`src/rtl/ocp_pkg.sv`:
```
// Shared OCP encodings plus the master request bridge state type.
//   ocp_cmd_t        : MCmd-style command encodings driven on s_cmd
//   ocp_resp_t       : SResp-style response encodings sampled on s_resp
//   m_bridge_state_t : master request bridge FSM states
package ocp_pkg;

  localparam int unsigned OCP_CMD_W  = 3;
  localparam int unsigned OCP_RESP_W = 2;

  typedef enum logic [OCP_CMD_W-1:0] {
    S_CMD_IDLE = 3'b000,
    S_CMD_WR   = 3'b001,
    S_CMD_RD   = 3'b010
  } ocp_cmd_t;

  typedef enum logic [OCP_RESP_W-1:0] {
    S_RESP_NULL = 2'b00,
    S_RESP_DVA  = 2'b01,
    S_RESP_ERR  = 2'b11
  } ocp_resp_t;

  typedef enum logic [1:0] {
    IDLE      = 2'd0,
    CMD       = 2'd1,
    WAIT_RESP = 2'd2
  } m_bridge_state_t;

  // Command encoding for a client request direction.
  function automatic ocp_cmd_t cmd_for(input logic is_write);
    return is_write ? S_CMD_WR : S_CMD_RD;
  endfunction

endpackage

```
`src/rtl/ocp_if.sv`:
```
// Single-word OCP command/response bus between a master and a slave bridge.
//   master drives : s_cmd, m_addr, m_data, m_resp_accept
//   slave drives  : s_cmd_accept, s_resp, s_data
interface ocp_if #(
  parameter int unsigned DATA_WIDTH = 32,
  parameter int unsigned ADDR_WIDTH = 5
);
  import ocp_pkg::*;

  ocp_cmd_t                s_cmd;
  logic [ADDR_WIDTH-1:0]   m_addr;
  logic [DATA_WIDTH-1:0]   m_data;
  logic                    m_resp_accept;
  logic                    s_cmd_accept;
  ocp_resp_t               s_resp;
  logic [DATA_WIDTH-1:0]   s_data;

  modport master (
    output s_cmd, m_addr, m_data, m_resp_accept,
    input  s_cmd_accept, s_resp, s_data
  );

  modport slave (
    input  s_cmd, m_addr, m_data, m_resp_accept,
    output s_cmd_accept, s_resp, s_data
  );

endinterface

```
`src/rtl/ocp_master_request_bridge.sv`:
```
// Local request/response port to OCP master bridge. Accepts one single-word
// read or write at a time, runs the OCP command phase, waits for the slave
// response and returns read data and error status. A response timeout guards
// against a dead slave; late responses arriving in IDLE are drained.
// Ports:
//   clk, reset   : clock, synchronous active-high reset
//   enable       : global enable, block frozen when low
//   m_ocp        : OCP master side (command out, response in)
//   req_*        : client request (valid/ready handshake)
//   rsp_*        : client response, rsp_valid is a one-cycle pulse
//   busy         : transaction in flight
module ocp_master_request_bridge
  import ocp_pkg::*;
#(
  parameter int unsigned DATA_WIDTH     = 32,
  parameter int unsigned ADDR_WIDTH     = 5,
  parameter int unsigned TIMEOUT_CYCLES = 64
) (
  input  logic                  clk,
  input  logic                  reset,
  input  logic                  enable,
  ocp_if.master                 m_ocp,
  input  logic                  req_valid,
  input  logic                  req_write,
  input  logic [ADDR_WIDTH-1:0] req_addr,
  input  logic [DATA_WIDTH-1:0] req_wdata,
  output logic                  req_ready,
  output logic                  rsp_valid,
  output logic [DATA_WIDTH-1:0] rsp_rdata,
  output logic                  rsp_error,
  output logic                  rsp_timeout,
  output logic                  busy
);

  localparam bit          TO_EN = (TIMEOUT_CYCLES != 0);
  localparam int unsigned CNT_W = TO_EN ? $clog2(TIMEOUT_CYCLES + 1) : 1;
  // Expiry fires on the edge where the counter would reach TIMEOUT_CYCLES.
  localparam logic [CNT_W-1:0] TO_LAST = TO_EN ? CNT_W'(TIMEOUT_CYCLES - 1) : '0;

  m_bridge_state_t  state;
  logic [CNT_W-1:0] tmo_cnt;
  logic             resp_seen;
  logic             timeout_hit;

  assign resp_seen   = (m_ocp.s_resp != S_RESP_NULL);
  assign timeout_hit = TO_EN && (tmo_cnt == TO_LAST);
  assign busy        = (state != IDLE);

  // IDLE with a pending response is a stale drain: accept it, block new work.
  assign req_ready = enable && !reset && (state == IDLE) && !resp_seen;
  assign m_ocp.m_resp_accept = enable && !reset && resp_seen &&
                               ((state == WAIT_RESP) || (state == IDLE));

  // Bridge FSM with registered bus and response outputs.
  always_ff @(posedge clk) begin
    if (reset) begin
      state        <= IDLE;
      tmo_cnt      <= '0;
      m_ocp.s_cmd  <= S_CMD_IDLE;
      m_ocp.m_addr <= '0;
      m_ocp.m_data <= '0;
      rsp_valid    <= 1'b0;
      rsp_rdata    <= '0;
      rsp_error    <= 1'b0;
      rsp_timeout  <= 1'b0;
    end else begin
      rsp_valid <= 1'b0;
      if (enable) begin
        case (state)
          IDLE: begin
            if (req_valid && req_ready) begin
              m_ocp.s_cmd  <= cmd_for(req_write);
              m_ocp.m_addr <= req_addr;
              if (req_write) m_ocp.m_data <= req_wdata;
              tmo_cnt      <= '0;
              state        <= CMD;
            end
          end

          CMD: begin
            if (TO_EN) tmo_cnt <= tmo_cnt + CNT_W'(1);
            if (timeout_hit) begin
              m_ocp.s_cmd <= S_CMD_IDLE;
              rsp_valid   <= 1'b1;
              rsp_error   <= 1'b1;
              rsp_timeout <= 1'b1;
              state       <= IDLE;
            end else if (m_ocp.s_cmd_accept) begin
              m_ocp.s_cmd <= S_CMD_IDLE;
              state       <= WAIT_RESP;
            end
          end

          WAIT_RESP: begin
            if (TO_EN) tmo_cnt <= tmo_cnt + CNT_W'(1);
            // A response on the expiry edge takes priority over the timeout.
            if (m_ocp.m_resp_accept) begin
              rsp_rdata   <= m_ocp.s_data;
              rsp_error   <= (m_ocp.s_resp == S_RESP_ERR);
              rsp_timeout <= 1'b0;
              rsp_valid   <= 1'b1;
              state       <= IDLE;
            end else if (timeout_hit) begin
              m_ocp.s_cmd <= S_CMD_IDLE;
              rsp_valid   <= 1'b1;
              rsp_error   <= 1'b1;
              rsp_timeout <= 1'b1;
              state       <= IDLE;
            end
          end

          default: state <= IDLE;
        endcase
      end
    end
  end

endmodule

```
`src/flat_wrapper.sv`:
```
// flat-port wrapper written by rule: the top's interface ports become plain ports
module ocp_master_request_bridge_flat import ocp_pkg::*;
#(
  parameter int unsigned DATA_WIDTH     = 32,
  parameter int unsigned ADDR_WIDTH     = 5,
  parameter int unsigned TIMEOUT_CYCLES = 64
)
  (clk, reset, enable, req_valid, req_write, req_addr, req_wdata, req_ready, rsp_valid, rsp_rdata, rsp_error, rsp_timeout, busy, m_ocp_s_cmd, m_ocp_m_addr, m_ocp_m_data, m_ocp_m_resp_accept, m_ocp_s_cmd_accept, m_ocp_s_resp, m_ocp_s_data);
  ocp_if #(.DATA_WIDTH(DATA_WIDTH), .ADDR_WIDTH(ADDR_WIDTH)) m_ocp_i ();
  input  logic clk;
  input  logic reset;
  input  logic enable;
  input  logic req_valid;
  input  logic req_write;
  input  logic [ADDR_WIDTH-1:0] req_addr;
  input  logic [DATA_WIDTH-1:0] req_wdata;
  output logic req_ready;
  output logic rsp_valid;
  output logic [DATA_WIDTH-1:0] rsp_rdata;
  output logic rsp_error;
  output logic rsp_timeout;
  output logic busy;
  output wire logic [$bits(m_ocp_i.s_cmd)-1:0] m_ocp_s_cmd;
  output wire logic [$bits(m_ocp_i.m_addr)-1:0] m_ocp_m_addr;
  output wire logic [$bits(m_ocp_i.m_data)-1:0] m_ocp_m_data;
  output wire logic [$bits(m_ocp_i.m_resp_accept)-1:0] m_ocp_m_resp_accept;
  input wire logic [$bits(m_ocp_i.s_cmd_accept)-1:0] m_ocp_s_cmd_accept;
  input wire logic [$bits(m_ocp_i.s_resp)-1:0] m_ocp_s_resp;
  input wire logic [$bits(m_ocp_i.s_data)-1:0] m_ocp_s_data;
  assign m_ocp_s_cmd = m_ocp_i.s_cmd;
  assign m_ocp_m_addr = m_ocp_i.m_addr;
  assign m_ocp_m_data = m_ocp_i.m_data;
  assign m_ocp_m_resp_accept = m_ocp_i.m_resp_accept;
  assign m_ocp_i.s_cmd_accept = m_ocp_s_cmd_accept;
  assign m_ocp_i.s_resp = m_ocp_s_resp;
  assign m_ocp_i.s_data = m_ocp_s_data;
  ocp_master_request_bridge #(.DATA_WIDTH(DATA_WIDTH), .ADDR_WIDTH(ADDR_WIDTH), .TIMEOUT_CYCLES(TIMEOUT_CYCLES)) u_core (.clk(clk), .reset(reset), .enable(enable), .m_ocp(m_ocp_i), .req_valid(req_valid), .req_write(req_write), .req_addr(req_addr), .req_wdata(req_wdata), .req_ready(req_ready), .rsp_valid(rsp_valid), .rsp_rdata(rsp_rdata), .rsp_error(rsp_error), .rsp_timeout(rsp_timeout), .busy(busy));
endmodule
```
`config.mk`:
```
export PLATFORM = sky130hd
export DESIGN_NAME = ocp_master_request_bridge_flat
export DESIGN_NICKNAME = d
export VERILOG_FILES = /design/src/rtl/ocp_pkg.sv /design/src/rtl/ocp_if.sv /design/src/rtl/ocp_master_request_bridge.sv /design/src/flat_wrapper.sv
export SDC_FILE = /design/constraint.sdc
export NUM_CORES = 1
export LEC_CHECK = 0
export BUFFER_PORTS_ARGS = -buffer_cell sky130_fd_sc_hd__buf_2
export CAP_MARGIN = 30
export CORE_ASPECT_RATIO = 2
export CORE_MARGIN = 2
export CORE_UTILIZATION = 36
export CTS_CLUSTER_DIAMETER = 120
export DETAILED_ROUTE_END_ITERATION = 8
export PLACE_DENSITY = 0.71
export SETUP_SLACK_MARGIN = 0.2
export SYNTH_ARGS = -nofsm -noshare
export SYNTH_HDL_FRONTEND = slang
export SYNTH_SLANG_ARGS = --single-unit
```
`constraint.sdc`:
```
create_clock -name clk -period 2.28 [get_ports clk]
set_input_delay 0.342 -clock clk [delete_from_list [all_inputs] [get_ports clk]]
set_output_delay 0.342 -clock clk [all_outputs]
set_load 0.005 [all_outputs]
```
# Yosys cells after proc, flatten, opt, wreduce, memory -nomap -nowiden
# Cells that the tools add are included.
# totals
reg_bits	84
input_bits	77
word_cells	68
# op_classes
n_addsub	1
eq_ne	9
mux	24
bitwise_logic	1
reduce_logical	24
# op_table
operator	n
two-way mux 3 bit	5
case mux 7 bit (2 select lines)	1
two-way mux 2 bit	6
case mux 3 bit (3 select lines)	1
AND reduction 3 bit	3
AND reduction 4 bit	2
nonzero test 2 bit	4
adder 7 x 1 -> 7 bit, second input constant	1
equality test 7 x 6 -> 1 bit, second input constant	1
two-way mux 7 bit	1
logical AND 1 bit	6
two-way mux 1 bit	6
inequality test 3 x 2 -> 1 bit, second input constant	2
case mux 1 bit (2 select lines)	3
case mux 2 bit (3 select lines)	1
AND reduction 6 bit	1
equality test 2 bit, second input constant	2
inequality test 2 bit, second input constant	2
OR reduction 2 bit	2
nonzero test 3 bit	1
equality test 2 x 1 -> 1 bit, second input constant	1
logical NOT 1 bit	2
logical NOT 2 bit	1
inequality test 2 x 1 -> 1 bit, second input constant	1
other kinds (3)	3

# Logic depth before layout (Yosys ltp)
# Gate-level depths: netlist of the first run.
# depth
ltp_word	7
mapped_depth	7
depth_no_buf	6

# Least setup slack after synthesis of the first run
# Ideal clock, no wire load.
# synth_timing
path_kind	input -> register
startpoint	in reset
endpoint	reg u_core.m_ocp.s_cmd[1]
setup_ns	0.121
arrival_time_ns	1.716
required_ns	2.159
path_slack_ns	0.442
stages	5
path_buffers	1
path_cell_list	buf_6 > or4b_4 > o21ai_4 > o2111ai_2 > mux2_4
# synth_via
elab_chain_cells	7
# synth_lines
item	line_no	source
start: declaration	flat_wrapper.sv:11	input logic reset;
logical NOT 1 bit	ocp_master_request_bridge.sv:50, ocp_master_request_bridge.sv:51	
logical AND 1 bit	ocp_master_request_bridge.sv:50, ocp_master_request_bridge.sv:51	
logical AND 1 bit (2 in a row)	ocp_master_request_bridge.sv:50	assign req_ready = enable && !reset && (state == IDLE) && !resp_seen;
logical AND 1 bit	ocp_master_request_bridge.sv:71	if (req_valid && req_ready) begin
inequality test 2 bit (no line)	-	
AND reduction 6 bit (no line)	-	
end signal: assignment	ocp_master_request_bridge.sv:72	m_ocp.s_cmd <= cmd_for(req_write);
end: declaration	ocp_if.sv:19	output s_cmd, m_addr, m_data, m_resp_accept,
# Several ways; a longest one is shown, not always the timed one.
# A chain may end at the register's enable or synchronous reset.

# Worst setup path in the final report of the first run
# layout_timing
startpoint	reg u_core.state[0]
endpoint	out req_ready
# layout_via
elab_chain_cells	3
# layout_lines
item	line_no	source
start: declaration	ocp_master_request_bridge.sv:40	m_bridge_state_t state;
start signal: assignment	ocp_master_request_bridge.sv:57	state <= IDLE;
start signal: assignment	ocp_master_request_bridge.sv:76	state <= CMD;
start signal: assignment	ocp_master_request_bridge.sv:87	state <= IDLE;
logical NOT 2 bit	ocp_master_request_bridge.sv:50	
logical AND 1 bit (2 in a row)	ocp_master_request_bridge.sv:50	
end: declaration	flat_wrapper.sv:17	output logic req_ready;
# No other way between the ends.

==> impl_metrics.json, run 1 <==
{
  "outcome": "finished, final reports clean",
  "areaGrowthSynthToFinish_pct": 36.3,
  "net_count_after_synthesis": 453,
  "chipHeight_microns": 139,
  "cp_data_required_time_ps": 1940,
  "dp_worst_setup_slack_ps": 241,
  "largest_family_of_logic_cells_by_synthesized_area": "simple AND/OR/NAND/NOR gates",
  "num_antenna_cells": 0,
  "worst_path_slowest_cell": "dfxtp_1",
  "layout_setup_ws_ps": 408,
  "internal_power_w": 0.00272,
  "drv_cap": 0,
  "power.net_switching_w": 0.000666,
  "worstSetupPathDepth": 5,
  "power.leakage_nw": 2.31,
  "synth-adder-area-share_pct": 2.28,
  "detailroute.via_count": 3105,
  "cp-end-kind": "primary output",
  "tightest_slew_ps": 697,
  "io_buffers": 153,
  "post_synth_xor_area_fraction_pct": 0,
  "hold_ws_ps": 242,
  "routed_wl_mm": 8.79,
  "route.antenna.remaining_nets": 0,
  "comb_power_share_pct": 5.1,
  "period_minus_slack_ps": 1870,
  "area_fraction_in_compound_gates_after_synthesis_pct": 11.2,
  "synth.cell_area_sq_um": 3290,
  "path_max_fanout": 8,
  "route.detailed.wl_per_inst_microns": 14.1,
  "gp_congestion": 0.870,
  "p_per_area_nw_per_um2": 755,
  "globalRouteOverflowTotal": 0,
  "power.switching_fraction_pct": 19.6,
  "dr.pass1.iters": 4,
  "numClockSinks": 83,
  "synth-async-reset-ratio_pct": 0,
  "synth-warning-count": 0,
  "clk-insertion-delay-late_ps": 330,
  "grt_pass1_vias": 3194,
  "drc_violations": 0,
  "min_path_cells": 3,
  "antenna_violations_before_repair": 0,
  "setup_tns_ps": 0,
  "rsz0062_at_grt": "false",
  "die_w_microns": 71.6,
  "synth_area_leader_cell": "dfxtp_1",
  "cp_top_family": "buffers and inverters",
  "worst_ir_drop_vdd_v": 0.000732,
  "cts_setup_buffers": 0,
  "post_drt_via_cell_ratio": 4.99,
  "drc_marker_count_from_the_first_detailed_route_iteration": 159,
  "setup_viol": 0,
  "num-nets-final": 598,
  "cts_buffer_depth": 2,
  "dominant_cells_by_area_after_synthesis": "dfxtp_1, mux2i_1, nand2_1",
  "synth_sequential_area_ratio_pct": 50.5,
  "synth.most_common_cell": "dfxtp_1",
  "synth.distinct_cells": 39,
  "tritoncts": "built",
  "post-synth-top-area-fraction_pct": 50.5,
  "launching_element_type_of_the_critical_path": "flip-flop",
  "hold_class": "input port to flip-flop",
  "grt_pass1_wl_mm": 14.4,
  "core_region_area_sq_um": 8950,
  "floorplan.initialDensity_pct": 36.8,
  "final_hold_viol_count": 0,
  "cts_root_buffer": "clkbuf_16",
  "cts-htree-levels": 3,
  "std_cell_rows": 49,
  "worst_max_slew_margin_expressed_relative_to_the_limit_pct": 53.5,
  "layout-drive-gt1-share_pct": 34.6,
  "grt_start_max_net_pins": 70,
  "worstPathBufferInverterCount": 3,
  "clk_pin_slew_ps": 70,
  "min_period_over_period_pct": 82.1,
  "detailedPlacementHpwl_mm": 6.60,
  "worst_ep_arrival_time_ps": 1530,
  "maxClockFrequency_mhz": 534,
  "synth-edff-count": 0,
  "clkPwrFrac_pct": 51.8,
  "worst_path_largest_cell_delay_ps": 350,
  "r2r.worst_path.cells": 6,
  "die_area_sq_um": 9980,
  "synthSimpleGateAreaFrac_pct": 19.3,
  "dominantRegCellSynth": "dfxtp_1",
  "gr-usage-all-layers_pct": 18.1,
  "avgSynthCellArea_sq_um": 8.90,
  "fillCellCount": 854,
  "synth_cells": 370,
  "boundaryPins": 155,
  "fin_skew_ps": 5.99,
  "final_max_slew_viol_count": 0,
  "p_seq_share_pct": 43.1,
  "path_common_cell": "inv_1",
  "timing_worst_setup_path_type": "flip-flop to primary output",
  "cts_buffers": 9,
  "synthTopCellsByCount": "dfxtp_1, nand2_1, nor2_1, mux2i_1, a21oi_1",
  "muxShareOfSynthArea_pct": 12.6,
  "place.detailed.instances": 606,
  "final_core_utilization_pct": 50.1,
  "non_filler_instance_count_after_layout": 622,
  "synth_seq_cells": 83,
  "timing.critical_path.cells": "inv_1 > ha_2 > inv_1 > nor2_1 > buf_2"
}
-- cell usage in the layout, fill, tap and decap left out, drive strengths merged, types with 6 or more instances in the layout --
cell      n
nand2    74
nor2     47
a21oi    36
clkbuf   10
nand3     6
inv       8
mux2i    40
buf     158
ha        6
dfxtp    83
-- timing repair --
item / in CTS / in global routing
setup endpoints to repair: 0 / 2
gates resized for setup: 0 / 1
hold buffers: 0 / 0
-- final timing paths --
check	startpoint	to	slack (ps)
worst max-delay path	u_core.state[0]	req_ready	410
worst max register to register	u_core.state[0]	u_core.m_ocp.m_data[30]	490
worst min register to register	u_core.rsp_rdata[5]	u_core.rsp_rdata[5]	450
worst min-delay path	req_wdata[21]	u_core.m_ocp.m_data[21]	240
-- through the flow --
| stage | cell area (sq um) | power, W |
|---|---|---|
| finish | 4490 | 0.00339 |
| global route | 4490 | 0.00352 |
| CTS | 4490 | 0.00344 |
| detailed placement | 4120 | 0.00167 |
| global placement | 4120 | 0.00166 |
| floorplan | 3290 | 0.00157 |
-- kinds of logic after synthesis --
logic type / after synthesis
DFF: 83
AOI/OAI and AO/OA: 58
and+or+nand+nor: 149
adders and majority gates: 6
muxes: 41
other: 1
buffers and inverters: 32
-- power groups by stage --
stage	registers, W	clock network, W	logic, W
5_1_grt	0.00146	0.00187	0.000189
3_5_place_dp	0.00149	0	0.000172
2_1_floorplan	0.00149	0	0.0000780
6_report	0.00146	0.00176	0.000172
3_3_place_gp	0.00149	0	0.000169
4_1_cts	0.00146	0.00181	0.000172
-- tightest hold or removal path, stage by stage --
cell,delay [ps]
buf_2,70
mux2i_1,50
nor2_1,70
-- routing by layer --
metal	GRT usage, %	wire length, microns
met2	33.4	5040
met1	18.4	3080
met5	0	0
met4	10.2	267
met3	2.97	406
-- sequential cells by signal, indices dropped and copies added, names as in the netlist --
| register | flops |
|---|---|
| u_core.rsp_rdata | 32 |
| u_core.m_ocp.m_addr | 5 |
| u_core.state | 2 |
| u_core.rsp_valid | 1 |
| u_core.m_ocp.s_cmd | 2 |
| u_core.rsp_error | 1 |
| u_core.rsp_timeout | 1 |
| u_core.m_ocp.m_data | 32 |
| u_core.tmo_cnt | 7 |
-- layout make-up --
type	count	area, sq um	area share [%]
clock inverter	6	138	3.07
tap	102	128	2.84
multi-input combinational	255	1500	33.4
sequential	83	1660	37.0
clock buffer	10	229	5.10
timing repair buffer	158	803	17.9
inverter	8	30.0	0.669
Power figures use the tool's default switching activity.
==> run 2: changes to the inputs <==
ABC_AREA = 1   (was default)
PLACE_DENSITY = 0.72   (was 0.71)
clock period = 1.7 ns   (was 2.28 ns; I/O delays follow)
==> run 2 against run 1 <==
Against the previous run:
- routed wire length grew 15%
- sequential power grew 37%
- synthesized area grew 3.5%
- combinational power grew to 3.3 times the previous value
- clock skew is essentially flat
- clock power grew 24%
- worst hold slack lost 78 ps
- register-to-register slack lost 390 ps
- synthesized cell count grew 16%
- critical path type unchanged
- largest cell class unchanged
- highest routed layer unchanged
==> impl_metrics.json, run 2 <==
{
  "chipHeight_microns": 142,
  "stdcell_area_sq_um": 5000,
  "drc_violations": 0,
  "drv_cap": 0,
  "path_max_fanout": 5,
  "num_antenna_cells": 0,
  "internal_power_w": 0.00367,
  "numClockSinks": 83,
  "holdCritStartpoint": "m_ocp_s_data[22]",
  "synth_cells": 431,
  "reg_to_reg_endpoint": "u_core.state[0]",
  "synthTopCellsByCount": "nand2_1, dfxtp_1, a21oi_1, nor2_1, nand3_2",
  "globalRouteOverflowTotal": 0,
  "p_seq_share_pct": 42.1,
  "synth-edff-count": 0,
  "post-synth-top-area-fraction_pct": 48.8,
  "gr-usage-all-layers_pct": 18.0,
  "power.leakage_nw": 2.24,
  "r2r_start": "u_core.state[1]",
  "synth-async-reset-ratio_pct": 0,
  "hold_class": "input port to flip-flop",
  "post_drt_via_cell_ratio": 5.00,
  "drc_marker_count_from_the_first_detailed_route_iteration": 250,
  "register_area_sq_um": 1670,
  "io_buffers": 153,
  "std_cell_rows": 50,
  "num-nets-final": 681,
  "areaGrowthSynthToFinish_pct": 46.8,
  "detailroute.via_count": 3532,
  "min_period_over_period_pct": 95.6,
  "antenna_violations_before_repair": 0,
  "die_w_microns": 72.8,
  "power.net_switching_w": 0.00109,
  "multi_input_comb_area_sq_um": 1630,
  "worst_max_slew_margin_expressed_relative_to_the_limit_pct": 53.4,
  "setup_tns_ps": 0,
  "net_count_after_synthesis": 514,
  "gp_congestion": 0.792,
  "tritoncts": "built",
  "cts_buffers": 9,
  "rsz0062_at_grt": "true",
  "synth.most_common_cell": "nand2_1",
  "timing_worst_setup_path_type": "flip-flop to primary output",
  "layout-drive-gt1-share_pct": 41.7,
  "launching_element_type_of_the_critical_path": "flip-flop",
  "floorplan.initialDensity_pct": 36.8,
  "fillCellCount": 826,
  "clkPwrFrac_pct": 45.8,
  "power.switching_fraction_pct": 22.9,
  "clk_pin_slew_ps": 60,
  "outcome": "finished, final reports clean",
  "cts_buffer_depth": 2,
  "synth_sequential_area_ratio_pct": 48.8,
  "setup_viol": 0,
  "die_area_sq_um": 10300,
  "final_max_slew_viol_count": 0,
  "dr.pass1.iters": 4,
  "cts_root_buffer": "clkbuf_16",
  "clk-insertion-delay-late_ps": 330,
  "routed_wl_mm": 10.2,
  "avgSynthCellArea_sq_um": 7.90,
  "cts-htree-levels": 3,
  "synth.cell_area_sq_um": 3410,
  "grt_pass1_wl_mm": 14.6,
  "grt_pass1_vias": 3295,
  "timing.hold.worst_endpoint": "u_core.rsp_rdata[22]",
  "worst_ir_drop_vdd_v": 0.000486,
  "detailedPlacementHpwl_mm": 6.73,
  "layout_commonest_cell": "buf_2",
  "r2r.worst_path.cells": 10,
  "most-common-layout-cells": "buf_2, nand2_1, dfxtp_1",
  "dpl-instance-area_sq_um": 4260,
  "synth-warning-count": 0,
  "grt_start_max_net_pins": 69,
  "timing.reg2reg.setup_slack_ps": 100,
  "final_hold_viol_count": 0,
  "p_per_area_nw_per_um2": 951,
  "tightest_slew_ps": 699,
  "core_region_area_sq_um": 9260,
  "worst_ep_arrival_time_ps": 1370,
  "route.antenna.remaining_nets": 0,
  "cp_data_required_time_ps": 1440,
  "min_path_cells": 3,
  "comb_power_share_pct": 12.1,
  "dominantRegCellSynth": "dfxtp_1",
  "synth_seq_cells": 83,
  "maxClockFrequency_mhz": 615,
  "cp-end-kind": "primary output",
  "fin_skew_ps": 5.75,
  "synth_area_leader_cell": "dfxtp_1",
  "period_minus_slack_ps": 1630,
  "synth.distinct_cells": 27,
  "largest_registers": "u_core.m_ocp.m_data: 32 flops, u_core.rsp_rdata: 32 flops, u_core.tmo_cnt: 7 flops",
  "route.detailed.wl_per_inst_microns": 14.4,
  "boundaryPins": 155,
  "dominant_cells_by_area_after_synthesis": "dfxtp_1, nand2_1, a21oi_1",
  "hold_buffer_count_at_cts": 0
}
==> run 2: power groups by stage <==
| stage | combinational, W | clock [W] | sequential [W] |
|---|---|---|---|
| final | 0.000574 | 0.00218 | 0.00200 |
| after global placement | 0.000439 | 0 | 0.00204 |
| after detailed placement | 0.000449 | 0 | 0.00205 |
| after floorplan | 0.000267 | 0 | 0.00205 |
| after global routing | 0.000626 | 0.00233 | 0.00201 |
| after CTS | 0.000505 | 0.00225 | 0.00200 |
==> run 2: final cells by class <==
type	instances	area share (%)
clock buffers	9	4.50
inverters	22	1.90
repair buffers	184	22.6
well taps	104	2.60
flip-flops and latches	83	33.5
clock inverters	6	2.25
multi-input cells	298	32.6
==> run 2: kinds of logic (layout without fill, tap and decap cells) <==
| kind of cell | Yosys count | after routing | synth area share, % |
|---|---|---|---|
| AND/OR/NAND/NOR | 200 | 200 | 27.9 |
| XOR/XNOR | 1 | 1 | 0.257 |
| flip-flops | 83 | 83 | 48.8 |
| buffers and inverters | 50 | 221 | 7.20 |
| other | 1 | 1 | 0.110 |
| adder cells (fa/ha/maj) | 6 | 6 | 2.20 |
| AO/OA/AOI/OAI | 90 | 90 | 13.6 |
==> run 2: per-stage QoR <==
step           utilization, %  setup slack (ps)  total power [W]  hold WS (ps)  std cells
3_3_place_gp             46.0               108          0.00248           437        668
4_1_cts                  51.1              84.2          0.00475           151        697
6_report                 54.0              74.8          0.00476           164        706
2_1_floorplan               -               199          0.00231           399        431
5_1_grt                  54.0              13.5          0.00496           154        706
3_5_place_dp             46.0              76.6          0.00250           440        668
==> run 2: per-layer routing <==
metal | vias to the layer above | GRT usage, % | routed length, microns
li1 | 1733 | - | -
met1 | 1640 | 18.7 | 3680
met2 | 131 | 31.6 | 5580
met3 | 28 | 3.98 | 571
met4 | 0 | 11.0 | 323
met5 | - | 0 | 0
==> run 2: timing repair <==
item,CTS,global route
pin swaps,6,11
resized for setup,12,38
buffers inserted,14,4
gates cloned,0,5
endpoints found under the setup margin,73,75
==> run 2: how the worst max path moves through the flow <==
stage,from,endpoint,slack [ps],cells past startpoint
after floorplan,u_core.state[0],u_core.tmo_cnt[4],200,9
after global placement,u_core.state[0],u_core.tmo_cnt[4],110,8
after detailed placement,u_core.state[1],u_core.tmo_cnt[4],80,8
after CTS,u_core.state[0],m_ocp_m_resp_accept,80,5
after global routing,u_core.state[0],m_ocp_m_resp_accept,10,5
final,u_core.state[1],m_ocp_m_resp_accept,70,5
==> run 2: critical path, stage by stage, from the launching register on <==
cell and delay (ps):
dfxtp_4 380, inv_4 50, ha_4 170, o211ai_1 250, inv_1 60, buf_2 140
==> run 3: changes to the inputs <==
ABC_AREA = default   (was 1)
PLACE_DENSITY = 0.73   (was 0.72)
SLEW_MARGIN = 20   (was default)
==> run 3 against run 2 <==
Against the previous run:
- global-route usage is 0.33 points higher
- final cell count shrank 8.4%
- die area fell by 3.2%
- largest cell class unchanged
==> impl_metrics.json, run 3 (synthesis results as in run 1) <==
{
  "timing.hold.worst_endpoint": "u_core.m_ocp.m_data[3]",
  "grt_pass1_vias": 3287,
  "maxClockFrequency_mhz": 654,
  "worst_ir_drop_vdd_v": 0.000661,
  "num-nets-final": 624,
  "worst_ep_arrival_time_ps": 1270,
  "grt_start_max_net_pins": 39,
  "detailroute.via_count": 3214,
  "reg_to_reg_endpoint": "u_core.m_ocp.s_cmd[1]",
  "hold_ws_ps": 155,
  "setup_viol": 0,
  "cts_buffers": 9,
  "core_region_area_sq_um": 8950,
  "timing_worst_setup_path_type": "flip-flop to primary output",
  "worst_path_slowest_cell": "dfxtp_4",
  "clk-insertion-delay-late_ps": 330,
  "final_max_slew_viol_count": 0,
  "power_w": 0.00425,
  "dr.pass1.iters": 4,
  "clk_pin_slew_ps": 60,
  "numClockSinks": 83,
  "cts_root_buffer": "clkbuf_16",
  "chipHeight_microns": 139,
  "holdCritStartpoint": "req_wdata[3]",
  "areaGrowthSynthToFinish_pct": 47.8,
  "cts_buffer_depth": 2,
  "std_cell_rows": 49,
  "rsz0062_at_grt": "true",
  "hold_class": "input port to flip-flop",
  "route.antenna.remaining_nets": 0,
  "power.leakage_nw": 2.46,
  "drc_marker_count_from_the_first_detailed_route_iteration": 69,
  "p_per_area_nw_per_um2": 874,
  "post_drt_via_cell_ratio": 4.97,
  "cp-end-kind": "primary output",
  "tritoncts": "built",
  "layout-drive-gt1-share_pct": 42.4,
  "die_area_sq_um": 9980,
  "worst_path_largest_cell_delay_ps": 390,
  "fillCellCount": 804,
  "layout_commonest_cell": "buf_2",
  "final_hold_viol_count": 0,
  "timing.critical_path.cells": "inv_4 > ha_4 > o21a_1 > buf_2",
  "gp_congestion": 0.877,
  "floorplan.initialDensity_pct": 36.8,
  "most-common-layout-cells": "buf_2, dfxtp_1, nand2_1",
  "r2r_start": "u_core.tmo_cnt[1]",
  "outcome": "finished, final reports clean",
  "gr-usage-all-layers_pct": 18.3,
  "largest_registers": "u_core.m_ocp.m_data: 32 flops, u_core.rsp_rdata: 32 flops, u_core.tmo_cnt: 7 flops",
  "fin_skew_ps": 6.52,
  "routed_wl_mm": 9.65,
  "cts-htree-levels": 3,
  "drv_cap": 0,
  "path_max_fanout": 6,
  "cp_data_required_time_ps": 1440,
  "boundaryPins": 155,
  "route.detailed.wl_per_inst_microns": 14.9,
  "setup_tns_ps": 0,
  "globalRouteOverflowTotal": 0,
  "period_minus_slack_ps": 1530,
  "r2r.worst_path.cells": 5,
  "io_buffers": 153,
  "min_path_cells": 3,
  "grt_pass1_wl_mm": 14.5,
  "timing.reg2reg.setup_slack_ps": 200,
  "drc_violations": 0,
  "launching_element_type_of_the_critical_path": "flip-flop",
  "num_antenna_cells": 0,
  "antenna_violations_before_repair": 0,
  "die_w_microns": 71.6,
  "min_period_over_period_pct": 89.9,
  "detailedPlacementHpwl_mm": 6.75
}
[run 3: metal layers]
metal | vias up | part of all wire [%] | global-route usage [%]
li1 | 1589 | - | -
met1 | 1495 | 33 | 17.0
met2 | 116 | 59 | 35.3
met3 | 14 | 5.8 | 4.85
met4 | 0 | 1.9 | 8.34
met5 | - | 0 | 0
[run 3: worst max-delay path: cells and delay by family, from the launching register on]
kind | cells | cell delay (ps)
DFF | 1 | 390
AOI/OAI and AO/OA | 1 | 190
buffers and inverters | 2 | 190
adders and majority gates | 1 | 190
[run 3: stage by stage]
| step | area (sq um) | std cells | util [%] | setup slack [ps] |
|---|---|---|---|---|
| global route | 4870 | 647 | 54.4 | 115 |
| CTS | 4670 | 640 | 52.2 | 168 |
| detailed placement | 4240 | 620 | 47.3 | -63.1 |
| finish | 4870 | 647 | 54.4 | 172 |
| floorplan | 3320 | 370 | - | -4.42 |
| global placement | 4240 | 620 | 47.3 | 32.3 |
[run 3: report_power, final]
| part | internal [W] | switching, W | total, W |
|---|---|---|---|
| Clock | 0.00128 | 0.000740 | 0.00202 |
| Combinational | 0.000136 | 0.000138 | 0.000274 |
| Sequential | 0.00195 | 0.00000704 | 0.00196 |
| Total | 0.00337 | 0.000885 | 0.00425 |
[run 3: worst max-delay path by stage]
stage / startpoint / to / slack [ps] / depth (start not counted)
after floorplan: reset / u_core.m_ocp.s_cmd[1] / -4 / 5
after global placement: m_ocp_s_resp[0] / u_core.m_ocp.s_cmd[1] / 30 / 5
after global routing: u_core.state[0] / u_core.m_ocp.m_data[19] / 120 / 7
after CTS: u_core.state[1] / m_ocp_m_resp_accept / 170 / 4
after detailed placement: m_ocp_s_resp[0] / u_core.m_ocp.m_data[23] / -60 / 7
final: u_core.state[1] / m_ocp_m_resp_accept / 170 / 4
[run 3: area by class of cell]
cell class	count	area (sq um)	area share, %
inverter	8	35.0	0.720
tap	102	128	2.62
sequential	83	1680	34.4
timing repair buffer	184	1080	22.2
clock inverter	4	76.3	1.57
clock buffer	11	233	4.78
multi-input combinational	255	1640	33.7
[run 3: timing repair]
item,4_1_cts,5_1_grt
pin swaps,10,11
hold buffers,0,0
gates resized for setup,25,23
gates cloned,0,3
setup buffers,5,4
setup endpoints to repair,69,40
